===== config.mk =====
export PLATFORM = sky130hd
export DESIGN_NAME = conv_rr_arbiter_flat
export DESIGN_NICKNAME = d
export VERILOG_FILES = /design/src/rtl/conv_rr_arbiter_if.sv /design/src/rtl/conv_rr_arbiter.sv /design/src/flat_wrapper.sv
export SDC_FILE = /design/constraint.sdc
export NUM_CORES = 1
export LEC_CHECK = 0
export ABC_AREA = 1
export BUFFER_PORTS_ARGS = -buffer_cell sky130_fd_sc_hd__buf_2
export CORE_AREA = 2 2 57 59
export DETAILED_ROUTE_END_ITERATION = 8
export DIE_AREA = 0 0 59 61
export MAX_ROUTING_LAYER = met4
export PLACE_DENSITY = 0.81
export SLEW_MARGIN = 30
export SYNTH_ARGS = -nofsm -noshare
export SYNTH_HDL_FRONTEND = slang
export SYNTH_SLANG_ARGS = --single-unit

===== constraint.sdc =====
create_clock -name clk -period 2.1 [get_ports clk]
set_input_delay 0.315 -clock clk [delete_from_list [all_inputs] [get_ports clk]]
set_output_delay 0.315 -clock clk [all_outputs]
set_load 0.005 [all_outputs]

===== src/rtl/conv_rr_arbiter_if.sv =====
// Stream bundle between the arbiter, its two requesters and the shared conv engine.
// The slave modport is the arbiter's view; master is the surrounding requesters plus engine.
interface conv_rr_arbiter_if #(
    parameter int unsigned T = 12
);
    // Requester 0
    logic signed [T-1:0] x_data0;
    logic                x_valid0;
    logic                x_ready0;
    logic signed [T-1:0] y_data0;
    logic                y_valid0;
    logic                y_ready0;
    // Requester 1
    logic signed [T-1:0] x_data1;
    logic                x_valid1;
    logic                x_ready1;
    logic signed [T-1:0] y_data1;
    logic                y_valid1;
    logic                y_ready1;
    // Engine side
    logic signed [T-1:0] e_x_data;
    logic                e_x_valid;
    logic                e_x_ready;
    logic signed [T-1:0] e_y_data;
    logic                e_y_valid;
    logic                e_y_ready;

    modport slave (
        input  x_data0, x_valid0, y_ready0,
        input  x_data1, x_valid1, y_ready1,
        input  e_x_ready, e_y_data, e_y_valid,
        output x_ready0, y_data0, y_valid0,
        output x_ready1, y_data1, y_valid1,
        output e_x_data, e_x_valid, e_y_ready
    );

    modport master (
        output x_data0, x_valid0, y_ready0,
        output x_data1, x_valid1, y_ready1,
        output e_x_ready, e_y_data, e_y_valid,
        input  x_ready0, y_data0, y_valid0,
        input  x_ready1, y_data1, y_valid1,
        input  e_x_data, e_x_valid, e_y_ready
    );
endinterface


===== src/rtl/conv_rr_arbiter.sv =====
// Round-robin arbiter sharing one streaming convolution engine between two requesters.
// A grant covers a whole job: N x beats into the engine, then L = N-M+1 y beats back out.
module conv_rr_arbiter #(
    parameter int unsigned N = 16,
    parameter int unsigned M = 4,
    parameter int unsigned T = 12
) (
    input  logic                     clk,
    input  logic                     reset,
    conv_rr_arbiter_if.slave         bus,
    output logic                     grant,
    output logic                     busy,
    output logic [1:0]               job_done
);
    localparam int unsigned L  = N - M + 1;
    localparam int unsigned XW = $clog2(N + 1);
    localparam int unsigned YW = $clog2(L + 1);
    localparam logic [XW-1:0] XLast = XW'(N - 1);
    localparam logic [YW-1:0] YLast = YW'(L - 1);

    typedef enum logic [1:0] {
        StIdle,
        StLoad,
        StDrain
    } state_e;

    state_e          state_q, state_d;
    logic            grant_q, grant_d;
    logic            last_q, last_d;
    logic [XW-1:0]   x_cnt_q, x_cnt_d;
    logic [YW-1:0]   y_cnt_q, y_cnt_d;
    logic [1:0]      job_done_q, job_done_d;

    logic signed [T-1:0] sel_x_data;
    logic                sel_x_valid;
    logic                sel_y_ready;
    logic                x_beat;
    logic                y_beat;

    // Select the granted requester's upstream signals and form the beat strobes.
    always_comb begin
        sel_x_data  = grant_q ? bus.x_data1  : bus.x_data0;
        sel_x_valid = grant_q ? bus.x_valid1 : bus.x_valid0;
        sel_y_ready = grant_q ? bus.y_ready1 : bus.y_ready0;
        x_beat      = (state_q == StLoad)  && sel_x_valid && bus.e_x_ready;
        y_beat      = (state_q == StDrain) && bus.e_y_valid && sel_y_ready;
    end

    // Stream routing: purely combinational, gated by phase so nothing leaks in IDLE.
    always_comb begin
        bus.e_x_data  = sel_x_data;
        bus.e_x_valid = 1'b0;
        bus.x_ready0  = 1'b0;
        bus.x_ready1  = 1'b0;
        bus.e_y_ready = 1'b0;
        bus.y_valid0  = 1'b0;
        bus.y_valid1  = 1'b0;
        // Non-granted y_data is don't-care, so both simply mirror the engine.
        bus.y_data0   = bus.e_y_data;
        bus.y_data1   = bus.e_y_data;
        unique case (state_q)
            StLoad: begin
                bus.e_x_valid = sel_x_valid;
                if (grant_q) bus.x_ready1 = bus.e_x_ready;
                else         bus.x_ready0 = bus.e_x_ready;
            end
            StDrain: begin
                bus.e_y_ready = sel_y_ready;
                if (grant_q) bus.y_valid1 = bus.e_y_valid;
                else         bus.y_valid0 = bus.e_y_valid;
            end
            default: ;
        endcase
    end

    // Next-state: arbitration in IDLE, beat counting in LOAD/DRAIN.
    always_comb begin
        state_d    = state_q;
        grant_d    = grant_q;
        last_d     = last_q;
        x_cnt_d    = x_cnt_q;
        y_cnt_d    = y_cnt_q;
        job_done_d = 2'b00;
        unique case (state_q)
            StIdle: begin
                if (bus.x_valid0 || bus.x_valid1) begin
                    // On a tie the requester that did not own the last job wins.
                    if (bus.x_valid0 && bus.x_valid1) grant_d = ~last_q;
                    else                              grant_d = bus.x_valid1;
                    state_d = StLoad;
                    x_cnt_d = '0;
                    y_cnt_d = '0;
                end
            end
            StLoad: begin
                if (x_beat) begin
                    if (x_cnt_q == XLast) begin
                        x_cnt_d = '0;
                        state_d = StDrain;
                    end else begin
                        x_cnt_d = x_cnt_q + XW'(1);
                    end
                end
            end
            StDrain: begin
                if (y_beat) begin
                    if (y_cnt_q == YLast) begin
                        y_cnt_d             = '0;
                        job_done_d[grant_q] = 1'b1;
                        last_d              = grant_q;
                        state_d             = StIdle;
                    end else begin
                        y_cnt_d = y_cnt_q + YW'(1);
                    end
                end
            end
            default: state_d = StIdle;
        endcase
    end

    // State registers; async reset abandons any partial job.
    always_ff @(posedge clk or negedge reset) begin
        if (!reset) begin
            state_q    <= StIdle;
            grant_q    <= 1'b0;
            last_q     <= 1'b1;
            x_cnt_q    <= '0;
            y_cnt_q    <= '0;
            job_done_q <= 2'b00;
        end else begin
            state_q    <= state_d;
            grant_q    <= grant_d;
            last_q     <= last_d;
            x_cnt_q    <= x_cnt_d;
            y_cnt_q    <= y_cnt_d;
            job_done_q <= job_done_d;
        end
    end

    // Status outputs.
    always_comb begin
        grant    = grant_q;
        busy     = (state_q != StIdle);
        job_done = job_done_q;
    end
endmodule


===== src/flat_wrapper.sv =====
// flat-port wrapper written by rule: the top's interface ports become plain ports
module conv_rr_arbiter_flat 
#(
    parameter int unsigned N = 16,
    parameter int unsigned M = 4,
    parameter int unsigned T = 12
)
  (clk, reset, grant, busy, job_done, bus_x_data0, bus_x_valid0, bus_y_ready0, bus_x_data1, bus_x_valid1, bus_y_ready1, bus_e_x_ready, bus_e_y_data, bus_e_y_valid, bus_x_ready0, bus_y_data0, bus_y_valid0, bus_x_ready1, bus_y_data1, bus_y_valid1, bus_e_x_data, bus_e_x_valid, bus_e_y_ready);
  conv_rr_arbiter_if #(.T(T)) bus_i ();
  input  logic clk;
  input  logic reset;
  output logic grant;
  output logic busy;
  output logic [1:0] job_done;
  input wire logic [$bits(bus_i.x_data0)-1:0] bus_x_data0;
  input wire logic [$bits(bus_i.x_valid0)-1:0] bus_x_valid0;
  input wire logic [$bits(bus_i.y_ready0)-1:0] bus_y_ready0;
  input wire logic [$bits(bus_i.x_data1)-1:0] bus_x_data1;
  input wire logic [$bits(bus_i.x_valid1)-1:0] bus_x_valid1;
  input wire logic [$bits(bus_i.y_ready1)-1:0] bus_y_ready1;
  input wire logic [$bits(bus_i.e_x_ready)-1:0] bus_e_x_ready;
  input wire logic [$bits(bus_i.e_y_data)-1:0] bus_e_y_data;
  input wire logic [$bits(bus_i.e_y_valid)-1:0] bus_e_y_valid;
  output wire logic [$bits(bus_i.x_ready0)-1:0] bus_x_ready0;
  output wire logic [$bits(bus_i.y_data0)-1:0] bus_y_data0;
  output wire logic [$bits(bus_i.y_valid0)-1:0] bus_y_valid0;
  output wire logic [$bits(bus_i.x_ready1)-1:0] bus_x_ready1;
  output wire logic [$bits(bus_i.y_data1)-1:0] bus_y_data1;
  output wire logic [$bits(bus_i.y_valid1)-1:0] bus_y_valid1;
  output wire logic [$bits(bus_i.e_x_data)-1:0] bus_e_x_data;
  output wire logic [$bits(bus_i.e_x_valid)-1:0] bus_e_x_valid;
  output wire logic [$bits(bus_i.e_y_ready)-1:0] bus_e_y_ready;
  assign bus_i.x_data0 = bus_x_data0;
  assign bus_i.x_valid0 = bus_x_valid0;
  assign bus_i.y_ready0 = bus_y_ready0;
  assign bus_i.x_data1 = bus_x_data1;
  assign bus_i.x_valid1 = bus_x_valid1;
  assign bus_i.y_ready1 = bus_y_ready1;
  assign bus_i.e_x_ready = bus_e_x_ready;
  assign bus_i.e_y_data = bus_e_y_data;
  assign bus_i.e_y_valid = bus_e_y_valid;
  assign bus_x_ready0 = bus_i.x_ready0;
  assign bus_y_data0 = bus_i.y_data0;
  assign bus_y_valid0 = bus_i.y_valid0;
  assign bus_x_ready1 = bus_i.x_ready1;
  assign bus_y_data1 = bus_i.y_data1;
  assign bus_y_valid1 = bus_i.y_valid1;
  assign bus_e_x_data = bus_i.e_x_data;
  assign bus_e_x_valid = bus_i.e_x_valid;
  assign bus_e_y_ready = bus_i.e_y_ready;
  conv_rr_arbiter #(.N(N), .M(M), .T(T)) u_core (.clk(clk), .reset(reset), .bus(bus_i), .grant(grant), .busy(busy), .job_done(job_done));
endmodule

Word level (Yosys, flattened, before mapping) --
Cells that the tools add are included.
Cells by class: multipliers 0, div/mod/pow operators 0, $lt $le $gt $ge 2, reductions and logical operators 16, shift operators 0, bitwise logic cells 1, equal/unequal tests 9, multiplexer cells 33, add/sub/neg operators 2
Operators by type and width (count):
- $mux 2 | 8
- $mux 5 | 3
- $mux 1 | 14
- $mux 12 | 1
- $mux 4 | 3
- $pmux 5 s2 | 1
- $reduce_and 3->1 | 3
- $pmux 4 s2 | 1
- $logic_and 1x1->1 | 6
- $ne 2x1->1 const B | 3
- $pmux 2 s3 | 1
- $reduce_bool 2->1 | 3
- $add 5x1->5 const B | 1
- $eq 5x4->1 const B | 1
- $reduce_and 5->1 | 1
- $add 4x1->4 const B | 1
- $eq 4x4->1 const B | 1
- $ne 2x2->1 const B | 2
- $eq 2x1->1 const B | 1
- $eq 2x2->1 const B | 1
- $logic_not 2->1 | 1
- $lt 1x2->1 const B | 1
- $reduce_and 2->1 | 1
- $demux 1 s1 | 1
- other kinds (3) | 3
Word-level totals: register bits after elaboration 15, input bits 44, latch bits 0, memories kept 0, logic and storage cells 69, output and inout port bits 46, bits in read-only memories 0, RAM bits 0

Longest topological paths before layout --
Gate-level depths: netlist (run 1).
depth after elaboration 7, depth in mapped cells 10, depth with buffers taken out 10

Worst setup path before layout (run 1) --
Ideal clock, no wire load.
path type register -> output, start point reg u_core.grant_q, in the netlist u_core.grant, end point out bus_e_x_data[0], buffers on the path 2, arrival 1001 ps, slack 784 ps, cell stages (with the launch flop) 6, path through dfrtp_1 -> buf_6 -> inv_4 -> clkbuf_1 -> nand2_1 -> nand2_1
On the way: word-level cells in the longest chain between the ends 1
Ends and longest elaborated chain:
- start: declaration | line conv_rr_arbiter.sv:28 | logic grant_q, grant_d;
- start signal: assignment | line conv_rr_arbiter.sv:132 | grant_q <= grant_d;
- $mux 12 | line conv_rr_arbiter.sv:42 | sel_x_data = grant_q ? bus.x_data1 : bus.x_data0;
- end: declaration | line flat_wrapper.sv:30 | output wire logic [$bits(bus_i.e_x_data)-1:0] bus_e_x_data;
No other way between the ends.

Worst setup path in the final report (run 1) --
start point reg u_core.grant_q, in the netlist u_core.grant, end point out bus_e_x_valid
On the way: word-level cells in the longest chain between the ends 2
Ends and longest elaborated chain:
- $mux 1 | line conv_rr_arbiter.sv:43 | sel_x_valid = grant_q ? bus.x_valid1 : bus.x_valid0;
- $mux 1 | line conv_rr_arbiter.sv:61 | unique case (state_q)
- end: declaration | line flat_wrapper.sv:31 | output wire logic [$bits(bus_i.e_x_valid)-1:0] bus_e_x_valid;
No other way between the ends.

==> impl_metrics.toml, run 1 <==
[status]
outcome = "finished clean"

[routing]
met2_length_um = 1211
ant_nets = 0
wl_met3_um = 149
topRoutingLayerUsed = "met4"
first_pass_iters = 4
wl_per_cell_um = 10.18
vias_per_cell = 4.593
wl_met1_um = 1068
wl_um = 2474
drcViolationCount = 0
drt_iter0_drc = 12
dr_total_vias = 1116

[yosys]
synth_cell_types = 25
yosys.area.top_type = "dfrtp_1"
syn_nets = 225
yosysSeqAreaShare_pct = 31.10
syn_area_sq_um = 1211
synth_top_area_share_pct = 28.93
synth_seq_cells = 15
synth_warnings = 0
synthCells = 178
synth.avg_cell_area_sq_um = 6.804
synthTopCellsByArea = "dfrtp_1, nand2_1, buf_4"

[power]
p_per_area_nw_per_um2 = 991.1
internal_power_uw = 713.4
p_leak_nw = 0.8357
netSwitchingPower_uw = 637.0
power_frac_seq_pct = 32.0
swShare_pct = 47.17
ir_drop_mv = 0.3830
p_clk_share_pct = 12.6
p_comb_share_pct = 55.4

[worst_setup_path]
slowest_delay_ps = 510
crit_chain = "inv_4 -> nand2_1 -> a21oi_1 -> buf_2"
slowest_stage = "dfrtp_1"
crit_buf_inv = 2
start_kind = "register"
critPathKind = "register to output pin"
reg2reg_depth = 8
required_ps = 1780
critPathCaptureType = "output pin"
critical_path.top_delay_family = "flip-flops"
crit_cells = 4
crit_fanout = 17
worstPathArrival_ps = 1410

[cells_and_area]
design_area_sq_um = 1363
finalNetCount = 258
fin_cells = 243
antenna_cells = 0
finish.utilization_pct = 46.14
area_delta_synth_final_pct = 12.50
drive_gt1_share_pct = 35.24

[clocking]
tritoncts = "yes"
cts_buffer_depth = 2
cts_sinks = 15
cts-root-buf = "clkbuf_4"
cts_buffers = 3
h-tree-depth = 1
clkTransAtPathRegs_ps = 90
clock_latency_ps = 290

[sta]
fin_crit_ps = 1721
post-route-period-util_pct = 81.97
fmax_mhz = 580.9
rsz0062_at_grt = "false"
drv_slew = 0
fin_skew_ps = 0.5085
finalSetupTns_ps = 0
finalHoldViolations = 0
tightestPinTransition_ps = 347.0
slew_headroom_pct = 76.87
setup_viol = 0

[place]
dp.cells = 238
hpwl_um = 2015
io_buffer_count = 53
gp_congestion = 0.8118
place_area_sq_um = 1326

[min_path]
hp-class = "primary input to register"
hold_depth = 3

[floorplanning]
core_sq_um = 2953
die_width_um = 59
io_pins = 90
initial_core_util_pct = 41.02
rows = 20
dieArea_sq_um = 3599
die_h_um = 61

[grt]
grt_pass1_vias = 822
antenna_found_initial = 0
gr-total-overflow = 0
grt_pass1_wl_um = 3588
grt_usage_pct = 13.94
grt_max_degree = 18

[flow_run]
drv_cap = 0
## worst min-delay path: stages
cell and delay, ps:
buf_2 120, nand3_1 80, nand2_1 50
## stage by stage
step                setup slack (ps)  hold slack [ps]  total power [mW]
floorplan                      784.2            19.41            0.9858
global placement               676.7            235.4             1.180
detailed placement             596.5            250.3             1.196
CTS                            344.8            304.3             1.373
global route                   263.2            324.3             1.504
finish                         378.6            311.3             1.350
## path summary, 6_finish.rpt
check	slack, ps	start	end
worst max register to register	610	u_core.grant	u_core.y_cnt_q[1]
worst min-delay path	310	bus_x_valid1	u_core.grant
max in group asynchronous	1350	reset	u_core.last_q
worst min register to register	470	u_core.last_q	u_core.last_q
worst max-delay path	380	u_core.grant	bus_e_x_valid
min in group asynchronous	450	reset	u_core.y_cnt_q[0]
## sequential cells by signal, indices dropped and copies added, names as in the netlist
name	cells
u_core.grant	1
u_core.job_done	2
u_core.last_q	1
u_core.state_q	2
u_core.x_cnt_q	5
u_core.y_cnt_q	4
## synth_stat cells
master and n:
mux2i_1 1, nand2_1 75, xor2_1 2, dfrtp_1 14
o22ai_1 1, clkbuf_1 2, inv_2 5, a21oi_2 2
nor3_1 1, nor2_2 1, ha_1 3, nand2_2 2
o21ai_2 1, a21oi_1 5, nor2_4 3, nand3_1 9
nor2_1 12, dfstp_2 1, inv_4 1, buf_6 1
a21boi_1 1, inv_1 9, or2_4 1, xnor2_1 1
buf_4 24
## final cells by class
class	count	area, sq um
clock buffers	4	26.28
fillers	306	1590
inverters	15	58.81
multi-input cells	121	576.8
flip-flops and latches	15	376.6
well taps	33	41.29
repair buffers	55	282.8
## placed cells by master, fill, tap and decap left out, types with 2 or more instances in the layout
master    netlist  routed
nand2_1        75      75
buf_2           0      53
dfrtp_1        14      14
nor2_1         12      12
inv_1           9       9
nand3_1         9       9
inv_2           5       5
a21oi_1         5       5
nor2_4          3       3
ha_1            3       3
clkbuf_4        0       3
nand2_2         2       2
a21oi_2         2       2
xor2_1          2       2
## what timing repair did
item / CTS / global route
hold endpoints to repair: 14 / 0
buffers inserted: 0 / 0
hold buffers: 1 / 0
setup endpoints to repair: 0 / 0
gates resized for setup: 0 / 0
## routing by layer
layer / GRT usage (%) / vias to the layer above
met4: 8.117 / 0
met3: 3.625 / 6
met1: 16.71 / 488
met2: 21.11 / 35
li1: - / 587
met5: - / -
## power by group through the flow
stage / logic [mW] / clock network [mW] / registers [mW]
global route: 0.867 / 0.194 / 0.443
CTS: 0.763 / 0.177 / 0.433
floorplan: 0.578 / 0 / 0.407
detailed placement: 0.759 / 0 / 0.438
global placement: 0.747 / 0 / 0.433
finish: 0.748 / 0.170 / 0.433
## logic make-up (layout without fill, tap and decap cells)
kind of cell             after synthesis  count (layout)  synth area share [%]
AND/OR/NAND/NOR                      104             104                 36.16
AO/OA/AOI/OAI                         10              10                 5.373
XOR/XNOR                               3               3                 2.170
buffers and inverters                 42              74                 21.28
flip-flops                            15              15                 31.10
multiplexers                           1               1                0.8265
adder cells (fa/ha/maj)                3               3                 3.100
(Power assumes the default switching activity.)
==> run 2, diff against run 1 <==
Settings changed: ABC_AREA 1 to 0, CORE_AREA 2 2 57 59 to 2 2 58 60, DIE_AREA 0 0 59 61 to 0 0 60 62, PLACE_DENSITY 0.81 to 0.79.
Clock period 2.1 ns to 1.75 ns, I/O delays scaled along.
==> impl_metrics.toml, run 2 <==
[yosys]
synth_top_area_share_pct = 28.40
synth_cell_types = 39
synthCells = 135
synth_edf_count = 0
syn_nets = 182
synth_seq_cells = 15
syn_area_sq_um = 1234
synth_warnings = 0
synth.most_common_cell = "buf_4"
async_flop_share_pct = 100.0
synthFlopType = "dfrtp_1"
synth.top_cells.by_count = "buf_4, dfrtp_1, mux2_2, nand3_1, nor2_1"
synthTopCellsByArea = "dfrtp_1, buf_4, mux2_2"
yosys.area.top_type = "dfrtp_1"
yosysSeqAreaShare_pct = 30.53
synth.avg_cell_area_sq_um = 9.138

[sta]
post-route-period-util_pct = 93.97
setup_viol = 0
fin_crit_ps = 1645
slew_headroom_pct = 67.44
fin_skew_ps = 8.941
finalHoldViolations = 0
rsz0062_at_grt = "false"
fmax_mhz = 608.1
whs_ps = 208.4
finalSetupTns_ps = 0
tightestPinTransition_ps = 483.3
drv_slew = 0

[grt]
antenna_found_initial = 0
grt_pass1_wl_um = 4340
busiest_layer = "met2"
grt_util_met3_pct = 3.106
met1_usage_pct = 17.59
use_met2_pct = 28.11
grt_max_degree = 16
grt_usage_pct = 16.16
gr-total-overflow = 0
grt_pass1_vias = 1071

[routing]
first_pass_iters = 4
ant_nets = 0
drcViolationCount = 0
wl_per_cell_um = 12.63
wl_um = 2703
drt_iter0_drc = 30
vias_per_cell = 5.005
dr_total_vias = 1071

[worst_setup_path]
crit_fanout = 12
start_kind = "register"
critPathCaptureType = "output pin"
worstPathArrival_ps = 1380
critPathKind = "register to output pin"
required_ps = 1490

[floorplanning]
io_pins = 90
die_width_um = 60
dieArea_sq_um = 3720
initial_core_util_pct = 38.80
die_h_um = 62
core_sq_um = 3179
rows = 21

[clocking]
clkTransAtPathRegs_ps = 100
cts_buffers = 3
cts-root-buf = "clkbuf_4"
tritoncts = "yes"
clock_latency_ps = 290
h-tree-depth = 1
cts_buffer_depth = 2
cts_sinks = 15

[power]
internal_power_uw = 952.7
swShare_pct = 37.99
p_per_area_nw_per_um2 = 1084
ir_drop_mv = 0.4803
netSwitchingPower_uw = 583.7
p_clk_share_pct = 13.5
finalPower_mw = 1.536
power_frac_seq_pct = 34.0
p_leak_nw = 0.7053
p_comb_share_pct = 52.5

[cells_and_area]
drive_gt1_share_pct = 51.19
finalNetCount = 216
top_regs = "u_core.x_cnt_q: 5 flops, u_core.y_cnt_q: 4 flops"
regMostFlops = "u_core.x_cnt_q"
antenna_cells = 0
area_delta_synth_final_pct = 14.91
most-common-layout-cells = "buf_2, mux2_2, dfrtp_1"
final_common_cell = "buf_2"
largest_register_ffs = 5
nFillCells = 319

[place]
io_buffer_count = 53
gp_congestion = 0.8621
hpwl_um = 2201

[min_path]
hp-class = "primary input to register"

[flow_run]
drv_cap = 0

[status]
outcome = "finished clean"
run 2: what timing repair did:
item	4_1_cts	5_1_grt
hold buffers	1	0
pin swaps	0	0
buffers inserted	0	2
setup endpoints to repair	11	16
gates resized for setup	1	3
hold endpoints to repair	14	0
run 2: worst paths after layout:
check | start | to | slack (ps) | cells past startpoint
min in group asynchronous | reset | u_core.y_cnt_q[3] | 400 | 2
min | bus_x_valid0 | u_core.grant | 210 | 2
max | u_core.grant | bus_e_x_data[1] | 110 | 3
max reg2reg | u_core.y_cnt_q[0] | u_core.y_cnt_q[0] | 210 | 5
min reg2reg | u_core.last_q | u_core.last_q | 520 | 1
max in group asynchronous | reset | u_core.last_q | 1050 | 2
run 2: critical path: stages (launching register included):
cell	delay [ps]
dfrtp_2	410
buf_4	200
mux2_2	350
buf_2	130
run 2: kinds of logic (layout without fill, tap and decap cells):
| kind of cell | count (synthesis) | in the layout | share of synthesized area [%] |
|---|---|---|---|
| compound gates | 22 | 22 | 12.37 |
| fa+ha+maj | 3 | 3 | 3.043 |
| buf+inv | 34 | 67 | 18.56 |
| flops | 15 | 15 | 30.53 |
| mux | 17 | 17 | 15.52 |
| simple gates | 44 | 44 | 19.98 |
run 2: through the flow:
| step | utilization (%) | instances | area, sq um | worst slack, ps |
|---|---|---|---|---|
| 4_1_cts | 44.04 | 212 | 1400 | 22.74 |
| 3_5_place_dp | 42.82 | 207 | 1361 | 226.4 |
| 5_1_grt | 44.59 | 214 | 1418 | 27.58 |
| 2_1_floorplan | - | 135 | 1234 | 248.0 |
| 6_report | 44.59 | 214 | 1418 | 105.5 |
| 3_3_place_gp | 42.82 | 207 | 1361 | 271.5 |
run 2: power by group through the flow:
stage | logic [mW] | registers, mW | clock network (mW)
after floorplan | 0.599 | 0.493 | 0
after global placement | 0.760 | 0.538 | 0
after detailed placement | 0.767 | 0.539 | 0
after CTS | 0.767 | 0.536 | 0.214
after global routing | 0.917 | 0.535 | 0.227
final | 0.807 | 0.522 | 0.208
run 2: area by class of cell:
type,instances,area [sq um],share of cell area [%]
Clock inverter,1,5.005,0.3530
Sequential cell,15,380.4,26.83
Tap cell,46,57.56,4.060
Clock buffer,3,22.52,1.589
Multi-Input combinational cell,86,630.6,44.48
Timing Repair Buffer,58,302.8,21.36
Inverter,5,18.77,1.324
run 2: metal layers:
metal	wire (um)	share of wire (%)
met5	0	0
met4	50	1.8
met3	217	8.0
met2	1368	51
met1	1066	39
==> run 3, diff against run 2 <==
Settings changed: CORE_AREA 2 2 58 60 to 2 2 56 58, DIE_AREA 0 0 60 62 to 0 0 58 60, PLACE_DENSITY 0.79 to 0.85.
Clock period 1.75 ns to 1.9 ns, I/O delays scaled along.
==> impl_metrics.toml, run 3 (synthesized netlist as in run 2, its figures left out) <==
[cells_and_area]
final_common_cell = "buf_2"
finalNetCount = 213
fin_cells = 198
drive_gt1_share_pct = 48.48
area_delta_synth_final_pct = 11.76
top_regs = "u_core.x_cnt_q: 5 flops, u_core.y_cnt_q: 4 flops"
largest_register_ffs = 5
antenna_cells = 0
regMostFlops = "u_core.x_cnt_q"
most-common-layout-cells = "buf_2, mux2_2, dfrtp_1"

[worst_setup_path]
reg2reg_depth = 5
crit_end = "bus_e_x_data[3]"
worstPathArrival_ps = 1500
start_kind = "register"
crit_fanout = 15
reg2reg_from = "u_core.y_cnt_q[0]"
rrSetupSlack_ps = 360
required_ps = 1620
r2r-end = "u_core.y_cnt_q[0]"
cp-startpoint = "u_core.grant"
critPathCaptureType = "output pin"
critPathKind = "register to output pin"

[sta]
slew_headroom_pct = 68.73
fin_crit_ps = 1782
post-route-period-util_pct = 93.80
rsz0062_at_grt = "false"
finalSetupTns_ps = 0
tightestPinTransition_ps = 464.2
fmax_mhz = 561.1
drv_slew = 0
finalHoldViolations = 0
setup_viol = 0
fin_skew_ps = 5.078

[routing]
vias_per_cell = 5.657
dr_total_vias = 1120
drcViolationCount = 0
drt_iter0_drc = 28
wl_per_cell_um = 13.75
wl_um = 2723
ant_nets = 0
first_pass_iters = 4

[grt]
antenna_found_initial = 0
grt_usage_pct = 17.31
grt_pass1_wl_um = 4602
grt_max_degree = 16
gr-total-overflow = 0
grt_pass1_vias = 1086

[status]
outcome = "finished clean"

[power]
power_frac_seq_pct = 35.8
p_comb_share_pct = 49.6
p_leak_nw = 0.6896
p_clk_share_pct = 14.5
internal_power_uw = 843.7
swShare_pct = 39.19
p_per_area_nw_per_um2 = 1006
ir_drop_mv = 0.5355
netSwitchingPower_uw = 543.6

[min_path]
hp-class = "primary input to register"

[flow_run]
drv_cap = 0

[floorplanning]
die_width_um = 58
core_sq_um = 2903
die_h_um = 60
dieArea_sq_um = 3480
initial_core_util_pct = 42.50
rows = 20
io_pins = 90

[clocking]
clock_latency_ps = 290
h-tree-depth = 1
cts_sinks = 15
cts_buffers = 3
cts-root-buf = "clkbuf_4"
tritoncts = "yes"
cts_setup_buffers = 0
cts_buffer_depth = 2
clkTransAtPathRegs_ps = 110

[place]
gp_congestion = 0.9050
hpwl_um = 2145
io_buffer_count = 53
dp.cells = 193
[run 3: changes by cell type in the layout (fill, tap and decap cells not counted)]
cell | previous run | this run
nor2_2 | 1 | 0
buf_4 | 3 | 1
dfrtp_1 | 11 | 13
nor2_1 | 8 | 9
dfrtp_2 | 3 | 1
clkinvlp_4 | 0 | 1
clkbuf_2 | 1 | 0
clkinv_2 | 1 | 0
[run 3: metal layers]
metal	track usage [%]	wire length [um]	up-vias
met2	31.17	1367	80
met5	-	0	-
li1	-	-	513
met3	3.463	265	8
met1	18.07	1038	519
met4	8.306	52	0
[run 3: stage by stage]
stage / instance area, sq um / hold WS [ps] / power, mW / setup slack [ps] / util (%)
floorplan: 1234 / -10.59 / 1.006 / 398.0 / -
global placement: 1338 / 217.2 / 1.171 / 374.9 / 46.08
CTS: 1378 / 225.8 / 1.392 / 5.192 / 47.46
global route: 1379 / 240.6 / 1.513 / 8.959 / 47.50
finish: 1379 / 235.2 / 1.387 / 117.7 / 47.50
detailed placement: 1338 / 219.0 / 1.190 / 350.0 / 46.08
[run 3: worst min-delay path by stage]
stage                 startpoint                 to  slack (ps)  cells after the start
floorplan                  reset       u_core.grant         -10                      0
global placement           reset  u_core.x_cnt_q[3]         220                      1
detailed placement         reset  u_core.x_cnt_q[2]         220                      1
CTS                 bus_x_valid0       u_core.grant         230                      2
global route        bus_x_valid0       u_core.grant         240                      2
finish              bus_x_valid0       u_core.grant         240                      2
[run 3: critical path, cell delays in order (launching register included)]
cell	delay [ps]
dfrtp_2	470
buf_4	250
mux2_2	360
buf_2	130
[run 3: power by group through the flow]
stage	combinational, mW	sequential [mW]	clock, mW
after CTS	0.695	0.492	0.206
final	0.689	0.497	0.201
after floorplan	0.551	0.454	0
after global routing	0.775	0.520	0.217
after global placement	0.676	0.495	0
after detailed placement	0.693	0.496	0
[run 3: what timing repair did]
action,4_1_cts,5_1_grt
hold buffers,1,0
endpoints found under the hold margin,14,0
endpoints found under the setup margin,0,12
resized for setup,0,1
[run 3: area by class of cell]
class	instances	area (sq um)
fillers	292	1524
clock inverters	1	7.507
flip-flops and latches	15	377.9
clock buffers	3	22.52
well taps	33	41.29
multi-input cells	86	628.1
repair buffers	55	282.8
inverters	5	18.77
